==> config.mk <==
export PLATFORM = sky130hd
export DESIGN_NAME = load_use_scoreboard_flat
export DESIGN_NICKNAME = d
export VERILOG_FILES = /design/src/rtl/load_use_scoreboard_if.sv /design/src/rtl/load_use_scoreboard.sv /design/src/flat_wrapper.sv
export SDC_FILE = /design/constraint.sdc
export NUM_CORES = 1
export LEC_CHECK = 0
export ABC_AREA = 1
export CORE_MARGIN = 2
export CORE_UTILIZATION = 45
export DETAILED_ROUTE_END_ITERATION = 6
export PLACE_DENSITY_LB_ADDON = 0.08
export SKIP_LAST_GASP = 1
export SLEW_MARGIN = 0
export SYNTH_ARGS = -nofsm -noshare
export SYNTH_HDL_FRONTEND = slang
export SYNTH_SLANG_ARGS = --single-unit
==> constraint.sdc <==
create_clock -name clk -period 4.1 [get_ports clk]
set_input_delay 1.23 -clock clk [delete_from_list [all_inputs] [get_ports clk]]
set_output_delay 1.23 -clock clk [all_outputs]
set_load 0.1 [all_outputs]
==> src/rtl/load_use_scoreboard_if.sv <==
// -----------------------------------------------------------------------------
// load_use_scoreboard_if
//   Groups the ID-stage request, writeback and flush signals seen by the
//   load-use scoreboard together with its stall/issue responses.
//
//   master : pipeline side (drives ID/WB/flush, receives stall/issue)
//   slave  : scoreboard side
//
//   id_valid    valid instruction in ID
//   id_rs1/2    ID source registers, qualified by id_use_rs1/2
//   id_rd       ID destination, id_regwr says it is written
//   id_is_load  ID instruction is a load
//   kill_idex   instruction issued last cycle (now in ID/EX) is cancelled
//   wb_valid    load writeback completes this cycle, to wb_rd
//   stall       hold PC and IF/ID, bubble ID/EX
//   issue       ID->EX transfer this cycle
// -----------------------------------------------------------------------------
interface load_use_scoreboard_if;
  logic       id_valid;
  logic [4:0] id_rs1;
  logic       id_use_rs1;
  logic [4:0] id_rs2;
  logic       id_use_rs2;
  logic [4:0] id_rd;
  logic       id_regwr;
  logic       id_is_load;
  logic       kill_idex;
  logic       wb_valid;
  logic [4:0] wb_rd;
  logic       stall;
  logic       issue;

  modport master (
    output id_valid, id_rs1, id_use_rs1, id_rs2, id_use_rs2, id_rd,
           id_regwr, id_is_load, kill_idex, wb_valid, wb_rd,
    input  stall, issue
  );

  modport slave (
    input  id_valid, id_rs1, id_use_rs1, id_rs2, id_use_rs2, id_rd,
           id_regwr, id_is_load, kill_idex, wb_valid, wb_rd,
    output stall, issue
  );
endinterface

==> src/rtl/load_use_scoreboard.sv <==
// -----------------------------------------------------------------------------
// load_use_scoreboard
//   Producer-side hazard tracking beside the ID stage. Remembers the
//   destination registers of in-flight variable-latency loads and stalls ID
//   while a source (RAW) or destination (WAW) hits one of them, or while the
//   pending table is full and another load wants to issue.
//
// Parameters
//   NREG          architectural registers (x0 never pending)
//   MAX_PEND      maximum outstanding loads
//   STALL_TIMEOUT consecutive stall cycles that raise err_timeout
//
// Ports
//   clk          rising-edge clock
//   rst_n        asynchronous active-low reset
//   sb           load_use_scoreboard_if.slave (ID / WB / flush / stall / issue)
//   pend_mask    registered pending bits, one per register
//   pend_cnt     registered outstanding-load count
//   err_timeout  sticky, stall held STALL_TIMEOUT cycles; cleared by rst_n only
//
// Optional feature (macro SB_PERF_CNT_EN)
//   stall_cycles +1 each stall cycle (wraps)
//   load_stalls  +1 per RUN->STALL entry caused by a source/dest hit
// -----------------------------------------------------------------------------
module load_use_scoreboard #(
  parameter int unsigned NREG          = 32,
  parameter int unsigned MAX_PEND      = 4,
  parameter int unsigned STALL_TIMEOUT = 255
) (
  input  logic                              clk,
  input  logic                              rst_n,
  load_use_scoreboard_if.slave              sb,
  output logic [NREG-1:0]                   pend_mask,
  output logic [$clog2(MAX_PEND+1)-1:0]     pend_cnt,
  output logic                              err_timeout
`ifdef SB_PERF_CNT_EN
  ,
  output logic [31:0]                       stall_cycles,
  output logic [31:0]                       load_stalls
`endif
);

  localparam int unsigned CW = $clog2(MAX_PEND + 1);
  localparam logic [CW-1:0] CNT_FULL = CW'(MAX_PEND);
  localparam logic [7:0]    TIMEOUT  = 8'(STALL_TIMEOUT);

  typedef enum logic {
    RUN,
    STALL
  } state_t;

  state_t state;
  state_t state_nxt;

  logic [NREG-1:0] wb_vec;
  logic [NREG-1:0] busy_vec;
  logic [NREG-1:0] set_vec;
  logic [NREG-1:0] wb_clr_vec;
  logic [NREG-1:0] kill_vec;
  logic [NREG-1:0] mask_nxt;
  logic [CW:0]     cnt_sum;

  logic            hazard;
  logic            cnt_full;
  logic            stall_int;
  logic            issue_int;
  logic            set_req;
  logic            wb_hit;
  logic            kill_hit;

  logic            last_vld;
  logic [4:0]      last_rd;

  logic            in_stall_state;
  logic [7:0]      stall_ctr;

  // ---------------------------------------------------------------------------
  // Hazard detection (combinational, same cycle)
  // ---------------------------------------------------------------------------
  always_comb begin
    wb_vec = '0;
    if (sb.wb_valid) wb_vec = NREG'(1) << sb.wb_rd;
    // A writeback landing this cycle is forwarded, so its register is not busy.
    busy_vec    = pend_mask & ~wb_vec;
    busy_vec[0] = 1'b0;
  end

  always_comb begin
    hazard    = (sb.id_use_rs1 & busy_vec[sb.id_rs1])
              | (sb.id_use_rs2 & busy_vec[sb.id_rs2])
              | (sb.id_regwr   & busy_vec[sb.id_rd]);   // WAW keeps WB order
    cnt_full  = (pend_cnt == CNT_FULL);
    stall_int = sb.id_valid & (hazard | (sb.id_is_load & cnt_full & ~sb.wb_valid));
    issue_int = sb.id_valid & ~stall_int;
  end

  assign sb.stall = stall_int;
  assign sb.issue = issue_int;

  // ---------------------------------------------------------------------------
  // Pending table update
  // ---------------------------------------------------------------------------
  always_comb begin
    set_req  = issue_int & sb.id_is_load & (sb.id_rd != 5'd0);
    wb_hit   = sb.wb_valid & pend_mask[sb.wb_rd];
    // If the killed load's register is also written back this cycle, only
    // one of them may release the entry.
    kill_hit = sb.kill_idex & last_vld & pend_mask[last_rd]
             & ~(wb_hit & (sb.wb_rd == last_rd));

    set_vec    = '0;
    wb_clr_vec = '0;
    kill_vec   = '0;
    if (set_req)  set_vec    = NREG'(1) << sb.id_rd;
    if (wb_hit)   wb_clr_vec = NREG'(1) << sb.wb_rd;
    if (kill_hit) kill_vec   = NREG'(1) << last_rd;

    mask_nxt = (pend_mask & ~wb_clr_vec & ~kill_vec) | set_vec;
    cnt_sum  = {1'b0, pend_cnt} + (CW+1)'(set_req)
             - (CW+1)'(wb_hit) - (CW+1)'(kill_hit);
  end

  always_ff @(posedge clk or negedge rst_n) begin
    if (!rst_n) begin
      pend_mask <= '0;
      pend_cnt  <= '0;
    end else begin
      pend_mask <= mask_nxt;
      pend_cnt  <= cnt_sum[CW-1:0];
    end
  end

  // Last-issue register: identifies what kill_idex cancels next cycle.
  always_ff @(posedge clk or negedge rst_n) begin
    if (!rst_n) begin
      last_vld <= 1'b0;
      last_rd  <= '0;
    end else begin
      last_vld <= set_req;
      last_rd  <= sb.id_rd;
    end
  end

  // ---------------------------------------------------------------------------
  // Stall FSM: state register / next state / outputs
  // ---------------------------------------------------------------------------
  always_ff @(posedge clk or negedge rst_n) begin
    if (!rst_n) state <= RUN;
    else        state <= state_nxt;
  end

  always_comb begin
    state_nxt = state;
    case (state)
      RUN:     if (stall_int)  state_nxt = STALL;
      STALL:   if (!stall_int) state_nxt = RUN;
      default: state_nxt = RUN;
    endcase
  end

  always_comb begin
    in_stall_state = (state == STALL);
  end

  always_ff @(posedge clk or negedge rst_n) begin
    if (!rst_n) begin
      stall_ctr <= '0;
    end else if (!in_stall_state) begin
      stall_ctr <= '0;
    end else if (stall_ctr != '1) begin
      stall_ctr <= stall_ctr + 8'd1;
    end
  end

  always_ff @(posedge clk or negedge rst_n) begin
    if (!rst_n) begin
      err_timeout <= 1'b0;
    end else if (stall_ctr == TIMEOUT) begin
      err_timeout <= 1'b1;
    end
  end

`ifdef SB_PERF_CNT_EN
  logic hit_entry;

  always_comb begin
    hit_entry = (state == RUN) & stall_int & sb.id_valid & hazard;
  end

  always_ff @(posedge clk or negedge rst_n) begin
    if (!rst_n) begin
      stall_cycles <= '0;
      load_stalls  <= '0;
    end else begin
      if (stall_int) stall_cycles <= stall_cycles + 32'd1;
      if (hit_entry) load_stalls  <= load_stalls + 32'd1;
    end
  end
`endif

  // ---------------------------------------------------------------------------
  // Invariants
  // ---------------------------------------------------------------------------
  a_cnt_no_wrap : assert property (@(posedge clk) disable iff (!rst_n)
    cnt_sum <= (CW+1)'(MAX_PEND));

  a_x0_never_pending : assert property (@(posedge clk) disable iff (!rst_n)
    !pend_mask[0]);

endmodule
==> src/flat_wrapper.sv <==
// flat-port wrapper written by rule: the top's interface ports become plain ports
module load_use_scoreboard_flat 
#(
  parameter int unsigned NREG          = 32,
  parameter int unsigned MAX_PEND      = 4,
  parameter int unsigned STALL_TIMEOUT = 255
)
  (clk, rst_n, pend_mask, pend_cnt, err_timeout, sb_id_valid, sb_id_rs1, sb_id_use_rs1, sb_id_rs2, sb_id_use_rs2, sb_id_rd, sb_id_regwr, sb_id_is_load, sb_kill_idex, sb_wb_valid, sb_wb_rd, sb_stall, sb_issue);
  load_use_scoreboard_if sb_i ();
  input  logic clk;
  input  logic rst_n;
  output logic [NREG-1:0] pend_mask;
  output logic [$clog2(MAX_PEND+1)-1:0] pend_cnt;
  output logic err_timeout;
  input wire logic [$bits(sb_i.id_valid)-1:0] sb_id_valid;
  input wire logic [$bits(sb_i.id_rs1)-1:0] sb_id_rs1;
  input wire logic [$bits(sb_i.id_use_rs1)-1:0] sb_id_use_rs1;
  input wire logic [$bits(sb_i.id_rs2)-1:0] sb_id_rs2;
  input wire logic [$bits(sb_i.id_use_rs2)-1:0] sb_id_use_rs2;
  input wire logic [$bits(sb_i.id_rd)-1:0] sb_id_rd;
  input wire logic [$bits(sb_i.id_regwr)-1:0] sb_id_regwr;
  input wire logic [$bits(sb_i.id_is_load)-1:0] sb_id_is_load;
  input wire logic [$bits(sb_i.kill_idex)-1:0] sb_kill_idex;
  input wire logic [$bits(sb_i.wb_valid)-1:0] sb_wb_valid;
  input wire logic [$bits(sb_i.wb_rd)-1:0] sb_wb_rd;
  output wire logic [$bits(sb_i.stall)-1:0] sb_stall;
  output wire logic [$bits(sb_i.issue)-1:0] sb_issue;
  assign sb_i.id_valid = sb_id_valid;
  assign sb_i.id_rs1 = sb_id_rs1;
  assign sb_i.id_use_rs1 = sb_id_use_rs1;
  assign sb_i.id_rs2 = sb_id_rs2;
  assign sb_i.id_use_rs2 = sb_id_use_rs2;
  assign sb_i.id_rd = sb_id_rd;
  assign sb_i.id_regwr = sb_id_regwr;
  assign sb_i.id_is_load = sb_id_is_load;
  assign sb_i.kill_idex = sb_kill_idex;
  assign sb_i.wb_valid = sb_wb_valid;
  assign sb_i.wb_rd = sb_wb_rd;
  assign sb_stall = sb_i.stall;
  assign sb_issue = sb_i.issue;
  load_use_scoreboard #(.NREG(NREG), .MAX_PEND(MAX_PEND), .STALL_TIMEOUT(STALL_TIMEOUT)) u_core (.clk(clk), .rst_n(rst_n), .sb(sb_i), .pend_mask(pend_mask), .pend_cnt(pend_cnt), .err_timeout(err_timeout));
endmodule
==> run summary <==
Complex-gate fraction of the synthesized area = 0.150
DR WL/cell = 21.5 um
Total congestion overflow = 0
Worst vdd ir = 0.269 mV
Violated checks = setup timing
Port Buffer Count = 66
DIE AREA = 11600 um^2
Max-cap check violation count = 0
Most used DFF post-synth = dfrtp_1
Class of the worst hold path = reg2reg
Chip Width = 108 um
Yosys reg bits = 51
Mux cell area share after synthesis = 0
Avg Inst Size Synth = 6.46 um^2
Post-route insts no fill = 1014
Post-route ant nets = 0
Slew Limit Headroom = 0.340
Final Hold Fails = 0
Total CTS buffers = 5
N_diodes = 0
Num ports = 67
Largest area contributor in the synthesized netlist = dfrtp_1
Post-layout utilization of the core = 0.657
WL final = 21.8 mm
Power Dens Cells = 347 nW/um^2
Final Critical Period = 4.29 ns
Post-synth top area share = 0.264
Number of flops mapped to enable cells by yosys = 0
CTS Buffer Depth = 2
Largest family of logic cells by synthesized area = simple AND/OR/NAND/NOR gates
Ratio of cells with drive above 1 in the final layout = 0.278
Simple-gate share of the synthesized area = 0.438
Core ar. = 10400 um^2
Filler cells = 955
Status = finished with violations
Vias = 6473
Clock transition at path regs = 0.10 ns
Worst-Margin Slew = 0.987 ns
Vias in the first global route = 6036
Sequential share of the synthesized area = 0.264
Final routed DRC violation total = 0
First-pass GRT wire length = 33.3 mm
XOR/XNOR Fraction of Synth Area = 0.00724
Crit Path Category = in2out
H-tree levels = 2
Routed vias/inst = 6.38
Finish-stage setup viols = 2
Die H = 108 um
Pre-Repair DR Iteration Count = 6
Fin crit share = 1.05
Yosys warns = 0
Worst R2R Path Depth = 16
Initial Util = 0.466
Post-Synth Adder-Cell Area = 0.0129
Antenna violations before repair = 0
Hold depth = 1
Post-synthesis async set-or-reset flop share = 1.00
Worst setup EP type = output pin
Final Wtd Congestion = 1.11
Startpoint types = input port
Clock sink total = 51
Pins Over Slew Limit = 0
CTS tree = done
Unrepaired setup endpoints after global routing = true
Most instantiated cells after synthesis = nand2_1 (156), nand3_1 (121), nand4_1 (78), inv_1 (71), nor2_1 (54)
Max Clock Skew = 0.0184 ns
DR iter-0 viols = 835
NumNets Final = 911
Worst EP arrival = 3.06 ns
Row cnt = 37
Clk root buf = clkbuf_8
Leakage dissipation = 3.01 nW
Unique masters post-synth = 41
Worst-path fanout max = 8
Cell count after synthesis = 749
Tot GR Track Use = 0.378
Largest net degree at the start of global routing = 38
Synth-to-layout area growth = 40.8%
Synthesized Nets = 783
Setup TNS = -0.363 ns
Placed insts = 983
Post-route cell area = 6810 um^2
Dpl hpwl = 16.2 mm
Placed Area = 6130 um^2
Top-count cell post-synth = nand2_1
Critical Path RT = 2.87 ns
Area contributors post-synth = dfrtp_1 (26%), nand3_1 (13%), nand2_1 (12%)
Setup ws final = -0.187 ns
Clock latency on the worst-skew pair = 0.33 ns
Syn Std Cell Area = 4840 um^2
FMAX = 233 MHz
-- power by group --
| part | internal (mW) | switching [mW] | total [mW] |
|---|---|---|---|
| registers | 0.570 | 0.129 | 0.699 |
| logic | 0.406 | 0.945 | 1.35 |
| clock network | 0.123 | 0.192 | 0.315 |
| total | 1.10 | 1.27 | 2.36 |
-- critical path, cell delays in order --
cell and delay [ns]:
clkdlybuf4s50_1 0.44, inv_1 0.27, nand3_1 0.15, nand3_1 0.09, nand3_1 0.07, nand2_1 0.09
nand2_2 0.06, nand3_4 0.11, nand3_4 0.11, nor3_4 0.23, buf_12 0.20
-- metrics by stage --
step,power (mW),setup WS [ns],hold slack [ns]
finish,2.36,-0.187,0.500
global route,2.45,-0.305,0.512
CTS,2.30,-0.231,0.502
detailed placement,1.94,-0.760,0.479
global placement,1.93,-0.753,0.455
floorplan,1.52,-0.311,0.485
-- path summary, 6_finish.rpt --
path                               startpoint                    to  slack (ns)
hold reg to reg            u_core.err_timeout    u_core.err_timeout        0.50
hold / removal             u_core.err_timeout    u_core.err_timeout        0.50
min in group asynchronous               rst_n  u_core.pend_mask[16]        1.01
max in group asynchronous               rst_n  u_core.pend_mask[29]        2.32
setup reg to reg            u_core.last_rd[2]    u_core.pend_cnt[2]        0.81
setup / recovery                 sb_id_rs1[1]              sb_issue       -0.19
-- cell usage in the layout (no fill, tap or decap), types with 16 or more instances in the layout --
master           instances
clkdlybuf4s50_1         41
nand2_1                123
nand4_1                 78
inv_1                   62
buf_4                  107
nand2_2                 34
o22ai_1                 20
a21oi_1                 16
nand3_1                 99
dfrtp_1                 51
nand3_2                 19
nor2_1                  44
-- layer usage --
metal,global-route usage,part of all wire
met5,0,0
met4,0.197,0.059
met3,0.0738,0.12
met2,0.581,0.44
met1,0.502,0.39
-- registers in the layout (all words and copies together) (netlist names) --
signal	cells
u_core.pend_mask	32
u_core.stall_ctr	8
u_core.last_rd	5
u_core.pend_cnt	3
u_core.err_timeout	1
u_core.in_stall_state	1
u_core.last_vld	1
-- cell type report --
| class | instances | area [um^2] | share of cell area |
|---|---|---|---|
| clock buffer | 6 | 72.6 | 0.0107 |
| tap | 136 | 170 | 0.0250 |
| inverter | 86 | 362 | 0.0531 |
| clock inverter | 2 | 16.3 | 0.00239 |
| timing repair buffer | 174 | 1600 | 0.235 |
| multi-input combinational | 559 | 3310 | 0.486 |
| sequential | 51 | 1280 | 0.187 |
-- kinds of logic (layout without fill, tap and decap cells) --
logic type      count (synthesis)  after routing
xor+xnor                        4              4
buf+inv                       139            268
flops                          51             51
compound gates                112            112
fa+ha+maj                       5              5
simple gates                  438            438
-- repair_timing --
item,CTS,global route
setup buffers,14,10
hold buffers,0,0
gates resized for setup,94,58
endpoints found under the setup margin,4,3
cloned,0,1
pin swaps,24,41
(Power assumes the default switching activity.)
